===== src/rtl/pc_fetch_unit.sv =====
// pc_fetch_unit: instruction fetch stage.
// Owns the program counter and issues word-aligned fetches over a req/gnt/rvalid port, with at
// most one request in flight. Responses go into a small FIFO that feeds ID. A redirect from ID
// flushes the FIFO, toggles the fetch epoch and reloads the PC, so any response still in flight
// at that point is dropped when it arrives.
//
// Ports
//   clk, rst_n            clock (rising edge), synchronous active-low reset
//   redirect_pc/_we       branch/jump target from ID and its take strobe
//   imem_req/addr         fetch request and word-aligned address (addr = pc)
//   imem_gnt              request accepted this cycle
//   imem_rvalid/rdata     response strobe and instruction word
//   id_valid/ready        handshake toward ID, transfer on valid && ready
//   id_pc/id_instr        FIFO head: PC and instruction word
//   misalign              sticky misaligned-redirect flag
//
// Build option
//   IF_MISALIGN_CHECK_EN  when defined, a redirect to a non-word-aligned target sets misalign
//                         and stops fetching until the next aligned redirect or reset. When
//                         undefined, the low two target bits are ignored and misalign is 0.

`ifndef SYS_ADDR_SPACE
`define SYS_ADDR_SPACE 32
`endif

module pc_fetch_unit #(
  parameter logic [`SYS_ADDR_SPACE-1:0] RESET_PC   = '0,
  parameter int unsigned                FIFO_DEPTH = 2
) (
  input  logic                       clk,
  input  logic                       rst_n,
  input  logic [`SYS_ADDR_SPACE-1:0] redirect_pc,
  input  logic                       redirect_we,
  output logic                       imem_req,
  output logic [`SYS_ADDR_SPACE-1:0] imem_addr,
  input  logic                       imem_gnt,
  input  logic                       imem_rvalid,
  input  logic [31:0]                imem_rdata,
  output logic                       id_valid,
  input  logic                       id_ready,
  output logic [`SYS_ADDR_SPACE-1:0] id_pc,
  output logic [31:0]                id_instr,
  output logic                       misalign
);

  localparam int unsigned AW = `SYS_ADDR_SPACE;
  localparam int unsigned PW = (FIFO_DEPTH > 1) ? $clog2(FIFO_DEPTH) : 1;
  localparam int unsigned CW = PW + 1;

  localparam logic [AW-1:0] PcStep = AW'(4);
  localparam logic [PW-1:0] PtrOne = PW'(1);
  localparam logic [CW-1:0] CntOne = CW'(1);
  localparam logic [CW-1:0] CntMax = CW'(FIFO_DEPTH);

  logic [AW-1:0] pc_q, pc_d;
  logic [AW-1:0] req_pc_q, req_pc_d;
  logic          run_q;
  logic          outstanding_q, outstanding_d;
  logic          epoch_q, epoch_d;
  logic          req_epoch_q, req_epoch_d;
  logic [PW-1:0] rd_ptr_q, rd_ptr_d;
  logic [PW-1:0] wr_ptr_q, wr_ptr_d;
  logic [CW-1:0] count_q, count_d;
  logic [AW-1:0] fifo_pc_q    [FIFO_DEPTH];
  logic [31:0]   fifo_instr_q [FIFO_DEPTH];

  logic          halted;
  logic [AW-1:0] target_pc;
  logic          resp_done;
  logic          push;
  logic          pop;
  logic          fire;
  logic [CW-1:0] reserved;

  assign target_pc = {redirect_pc[AW-1:2], 2'b00};

  // Only a response to our own outstanding request counts; stray rvalid is ignored.
  assign resp_done = imem_rvalid && outstanding_q;
  assign push      = resp_done && (req_epoch_q == epoch_q) && !redirect_we;

  // FIFO slots are reserved at issue time, so a granted response always has room.
  assign reserved  = count_q + {{(CW-1){1'b0}}, outstanding_q};

  // run_q holds the request low for the first cycle out of reset.
  assign imem_req  = run_q && (!outstanding_q || imem_rvalid) && (reserved < CntMax) &&
                     !redirect_we && !halted;
  assign imem_addr = pc_q;
  assign fire      = imem_req && imem_gnt;

  assign id_valid  = (count_q != '0) && !redirect_we;
  assign pop       = id_valid && id_ready;
  assign id_pc     = fifo_pc_q[rd_ptr_q];
  assign id_instr  = fifo_instr_q[rd_ptr_q];

  always_comb begin
    pc_d          = pc_q;
    epoch_d       = epoch_q;
    outstanding_d = outstanding_q;
    req_pc_d      = req_pc_q;
    req_epoch_d   = req_epoch_q;
    rd_ptr_d      = rd_ptr_q;
    wr_ptr_d      = wr_ptr_q;
    count_d       = count_q;

    if (redirect_we) begin
      pc_d    = target_pc;
      epoch_d = ~epoch_q;
    end else if (fire) begin
      pc_d = pc_q + PcStep;
    end

    if (fire) begin
      outstanding_d = 1'b1;
      req_pc_d      = pc_q;
      req_epoch_d   = epoch_q;
    end else if (resp_done) begin
      outstanding_d = 1'b0;
    end else if (redirect_we && outstanding_q) begin
      // Pin the in-flight tag to the opposite of the new epoch so that an even number of
      // back-to-back redirects cannot make a wrong-path response look current again.
      req_epoch_d = ~epoch_d;
    end

    if (redirect_we) begin
      rd_ptr_d = '0;
      wr_ptr_d = '0;
      count_d  = '0;
    end else begin
      if (push) wr_ptr_d = wr_ptr_q + PtrOne;
      if (pop)  rd_ptr_d = rd_ptr_q + PtrOne;
      if (push && !pop) begin
        count_d = count_q + CntOne;
      end else if (pop && !push) begin
        count_d = count_q - CntOne;
      end
    end
  end

  always_ff @(posedge clk) begin
    if (!rst_n) begin
      pc_q          <= RESET_PC;
      run_q         <= 1'b0;
      outstanding_q <= 1'b0;
      epoch_q       <= 1'b0;
      req_pc_q      <= '0;
      req_epoch_q   <= 1'b0;
      rd_ptr_q      <= '0;
      wr_ptr_q      <= '0;
      count_q       <= '0;
    end else begin
      pc_q          <= pc_d;
      run_q         <= 1'b1;
      outstanding_q <= outstanding_d;
      epoch_q       <= epoch_d;
      req_pc_q      <= req_pc_d;
      req_epoch_q   <= req_epoch_d;
      rd_ptr_q      <= rd_ptr_d;
      wr_ptr_q      <= wr_ptr_d;
      count_q       <= count_d;
    end
  end

  // Storage needs no reset: entries are only visible through count_q.
  always_ff @(posedge clk) begin
    if (push) begin
      fifo_pc_q[wr_ptr_q]    <= req_pc_q;
      fifo_instr_q[wr_ptr_q] <= imem_rdata;
    end
  end

`ifdef IF_MISALIGN_CHECK_EN
  logic misalign_q, misalign_d;

  always_comb begin
    misalign_d = misalign_q;
    if (redirect_we) misalign_d = (redirect_pc[1:0] != 2'b00);
  end

  always_ff @(posedge clk) begin
    if (!rst_n) begin
      misalign_q <= 1'b0;
    end else begin
      misalign_q <= misalign_d;
    end
  end

  // Fetch stays stopped for exactly as long as the flag is set.
  assign halted   = misalign_q;
  assign misalign = misalign_q;
`else
  logic unused_redirect_lsb;
  assign unused_redirect_lsb = ^redirect_pc[1:0];
  assign halted              = 1'b0;
  assign misalign            = 1'b0;
`endif

endmodule

===== config.mk =====
export PLATFORM = sky130hd
export DESIGN_NAME = pc_fetch_unit
export DESIGN_NICKNAME = d
export VERILOG_FILES = /design/src/rtl/pc_fetch_unit.sv
export SDC_FILE = /design/constraint.sdc
export NUM_CORES = 1
export LEC_CHECK = 0
export BUFFER_PORTS_ARGS = -buffer_cell sky130_fd_sc_hd__buf_2
export CAP_MARGIN = 10
export CORE_MARGIN = 2
export CORE_UTILIZATION = 41
export CTS_BUF_LIST = sky130_fd_sc_hd__clkbuf_16
export CTS_CLUSTER_SIZE = 25
export DETAILED_ROUTE_END_ITERATION = 8
export HOLD_SLACK_MARGIN = 0.15
export PLACE_DENSITY = 0.63
export SLEW_MARGIN = 10
export SYNTH_ARGS = -nofsm -noshare
export SYNTH_HDL_FRONTEND = slang
export SYNTH_SLANG_ARGS = --single-unit
export TNS_END_PERCENT = 30

===== constraint.sdc =====
create_clock -name clk -period 12.51 [get_ports clk]
set_input_delay 1.8765 -clock clk [delete_from_list [all_inputs] [get_ports clk]]
set_output_delay 1.8765 -clock clk [all_outputs]
set_load 0.01 [all_outputs]

==> flow_summary.json <==
{
  "antenna_cells": 0,
  "clk_latency_ns": 0.43,
  "dr.pass1.iters": 7,
  "dp_hpwl_mm": 11.5,
  "fin_nets": 827,
  "hold_viol": 0,
  "vias": 5428,
  "grt_overflow": 0,
  "rows": 50,
  "final.period_utilization_pct": 38.7,
  "cts_tree": "yes",
  "ctsHoldBuffers": 0,
  "htreeDepth": 4,
  "ctsResizeCount": 0,
  "cts_made_buffers": 17,
  "cpMostUsedCell": "buf_2",
  "total_leakage_power_nw": 3.50,
  "syn_inst": 606,
  "max_cap_violations": 0,
  "utilization_pct": 50.1,
  "grt_pass1_vias": 5402,
  "yosys_warnings": 0,
  "max_stage_delay_ns": 0.35,
  "post_cts.repair.setup_buffers": 0,
  "dieWidth_um": 141,
  "required_ns": 10.63,
  "post-place-ws_ns": 7.70,
  "outcome": "finished clean",
  "stdcell_count": 1002,
  "drc": 0,
  "wirelength_mm": 17.8,
  "vias_per_cell": 5.42,
  "clockBufferDepth": 2,
  "worst_pin_slew_ns": 1.14,
  "crit_type": "primary input to output pin",
  "grt_max_degree": 63,
  "slowest_stage": "nand4_1",
  "stdcell_area_mm2": 0.00930,
  "io_pins": 169,
  "clk_pin_slew_ns": 0.07,
  "min_period_ns": 4.84,
  "syn-cell-area_mm2": 0.00771,
  "ys_seq_elements": 193,
  "synth-edff-count": 124,
  "fin_worst_skew_ns": 0.0100,
  "gr-usage-all-layers_pct": 18.0,
  "fmax_mhz": 206,
  "area_growth_pct": 20.6,
  "maxSlewHeadroom_pct": 23.9,
  "worstPathCellList": "buf_2 -> nand4_1 -> nand2_1 -> and3_1 -> buf_2",
  "synthArstFlopShare_pct": 0,
  "tns_ns": 0,
  "yosysSeqAreaShare_pct": 66.2,
  "antenna_left": 0,
  "ys.flop_type": "edfxtp_1",
  "arrival_ns": 2.97,
  "wl_per_cell_um": 17.8,
  "worst_ir_drop_vdd_mv": 0.0929,
  "place_inst": 970,
  "initial_core_util_pct": 41.5,
  "crit_fanout": 7,
  "root_buffer": "clkbuf_16",
  "postSynthAreaPerCell_um2": 12.7,
  "maxSlewViolCount": 0,
  "cts_sinks": 193,
  "p_per_area_mw_per_mm2": 139,
  "worst_setup_path_start_kind": "primary input",
  "setup_ws_ns": 7.67,
  "io_buffers": 161,
  "die-height_um": 141,
  "netlist-cell-type-count": 52,
  "core_area_mm2": 0.0186,
  "grt_pass1_wl_mm": 27.9,
  "globalplace.congestion": 0.823,
  "finalSetupViolCount": 0,
  "dieArea_mm2": 0.0199,
  "antenna_found_initial": 1,
  "rsz0062_at_grt": "no",
  "placed_area_mm2": 0.00871,
  "min_path_type": "flop to flop",
  "endpoint_kind": "output pin",
  "drive_above_1_share_pct": 34.5,
  "first_iter_violations": 389
}
## sequential cells by signal (all words and copies together) (netlist names), named ones only
register and cells:
req_epoch_q 1, run_q 1, fifo_instr_q 64, rd_ptr_q 1, req_pc_q 30, wr_ptr_q 1, fifo_pc_q 60, count_q 2
imem_addr 30, outstanding_q 1, epoch_q 1
## placed cells by master (no fill, tap or decap), drive strengths merged, types with 13 or more instances in the layout
master	netlist	routed
buf	11	164
edfxtp	124	124
nand2	93	93
dfxtp	69	69
mux2	62	62
a21oi	45	45
clkbuf	27	17
nor2	17	17
nand3	15	15
a31oi	13	13
o21ai	13	13
## report_power, final
part / internal, W / switching (W) / leakage [nW] / total [W]
Combinational: 0.0000235 / 0.0000359 / 1.42 / 0.0000594
Clock: 0.000297 / 0.000239 / 0.283 / 0.000537
Sequential: 0.000684 / 0.0000138 / 1.80 / 0.000698
## through the flow
step	power, W	hold WS [ns]
final	0.00129	0.454
after global routing	0.00134	0.456
after CTS	0.00130	0.452
after detailed placement	0.000771	0.437
after global placement	0.000769	0.431
after floorplan	0.000740	0.425
## routing by layer
layer,track usage (%),up-vias,share of wire (%)
met5,0,-,0
met4,6.53,0,1.2
met3,4.11,17,6.9
met2,29.2,210,47
met1,23.7,2627,45
li1,-,2574,-
## Yosys cell counts, drive strengths merged (7+ instances only)
cell,n,share of area [%]
edfxtp,124,48
nand2,93,4.5
dfxtp,69,18
mux2,62,9.1
a21oi,45,2.9
clkbuf,27,1.3
nor2,17,0.83
nand3,15,0.97
a31oi,13,1.1
o21ai,13,0.84
buf,11,0.81
o311ai,10,1.1
nand4,8,0.65
or4,8,0.78
xor2,8,0.91
and2,7,0.58
inv,7,0.34
## final timing paths
| check | slack [ns] | start | cells past startpoint | to |
|---|---|---|---|---|
| max | 7.67 | imem_rvalid | 5 | imem_req |
| min | 0.45 | req_pc_q[13]$_SDFFE_PN0P_ | 0 | fifo_pc_q[1][13]$_DFFE_PP_ |
| max reg2reg | 9.71 | run_q$_DFF_P_ | 5 | imem_addr[28]$_SDFFE_PN0P_ |
| min reg2reg | 0.45 | req_pc_q[13]$_SDFFE_PN0P_ | 0 | fifo_pc_q[1][13]$_DFFE_PP_ |
## area by class of cell
cell class	instances	area, um2
Clock buffer	17	425
Clock inverter	15	161
Fill cell	1648	9280
Inverter	7	26.3
Multi-Input combinational cell	372	2460
Sequential cell	193	5110
Tap cell	234	293
Timing Repair Buffer	164	828
## cells by family (layout without fill, tap and decap cells)
kind of cell / count (synthesis) / after routing / synth area share, %
muxes: 63 / 63 / 9.19
buffers and inverters: 45 / 203 / 2.47
other: 1 / 5 / 0.0486
xor gates and xnor gates: 14 / 14 / 1.59
adders and majority gates: 2 / 2 / 0.325
DFF: 193 / 193 / 66.2
and+or+nand+nor: 175 / 175 / 10.7
AOI/OAI and AO/OA: 113 / 113 / 9.48
## worst max-delay path, delay by kind of cell
family,cells,cell delay (ns)
AND/OR/NAND/NOR,3,0.84
buffers and inverters,2,0.25
Note: power is estimated with default switching activity, not from simulation.
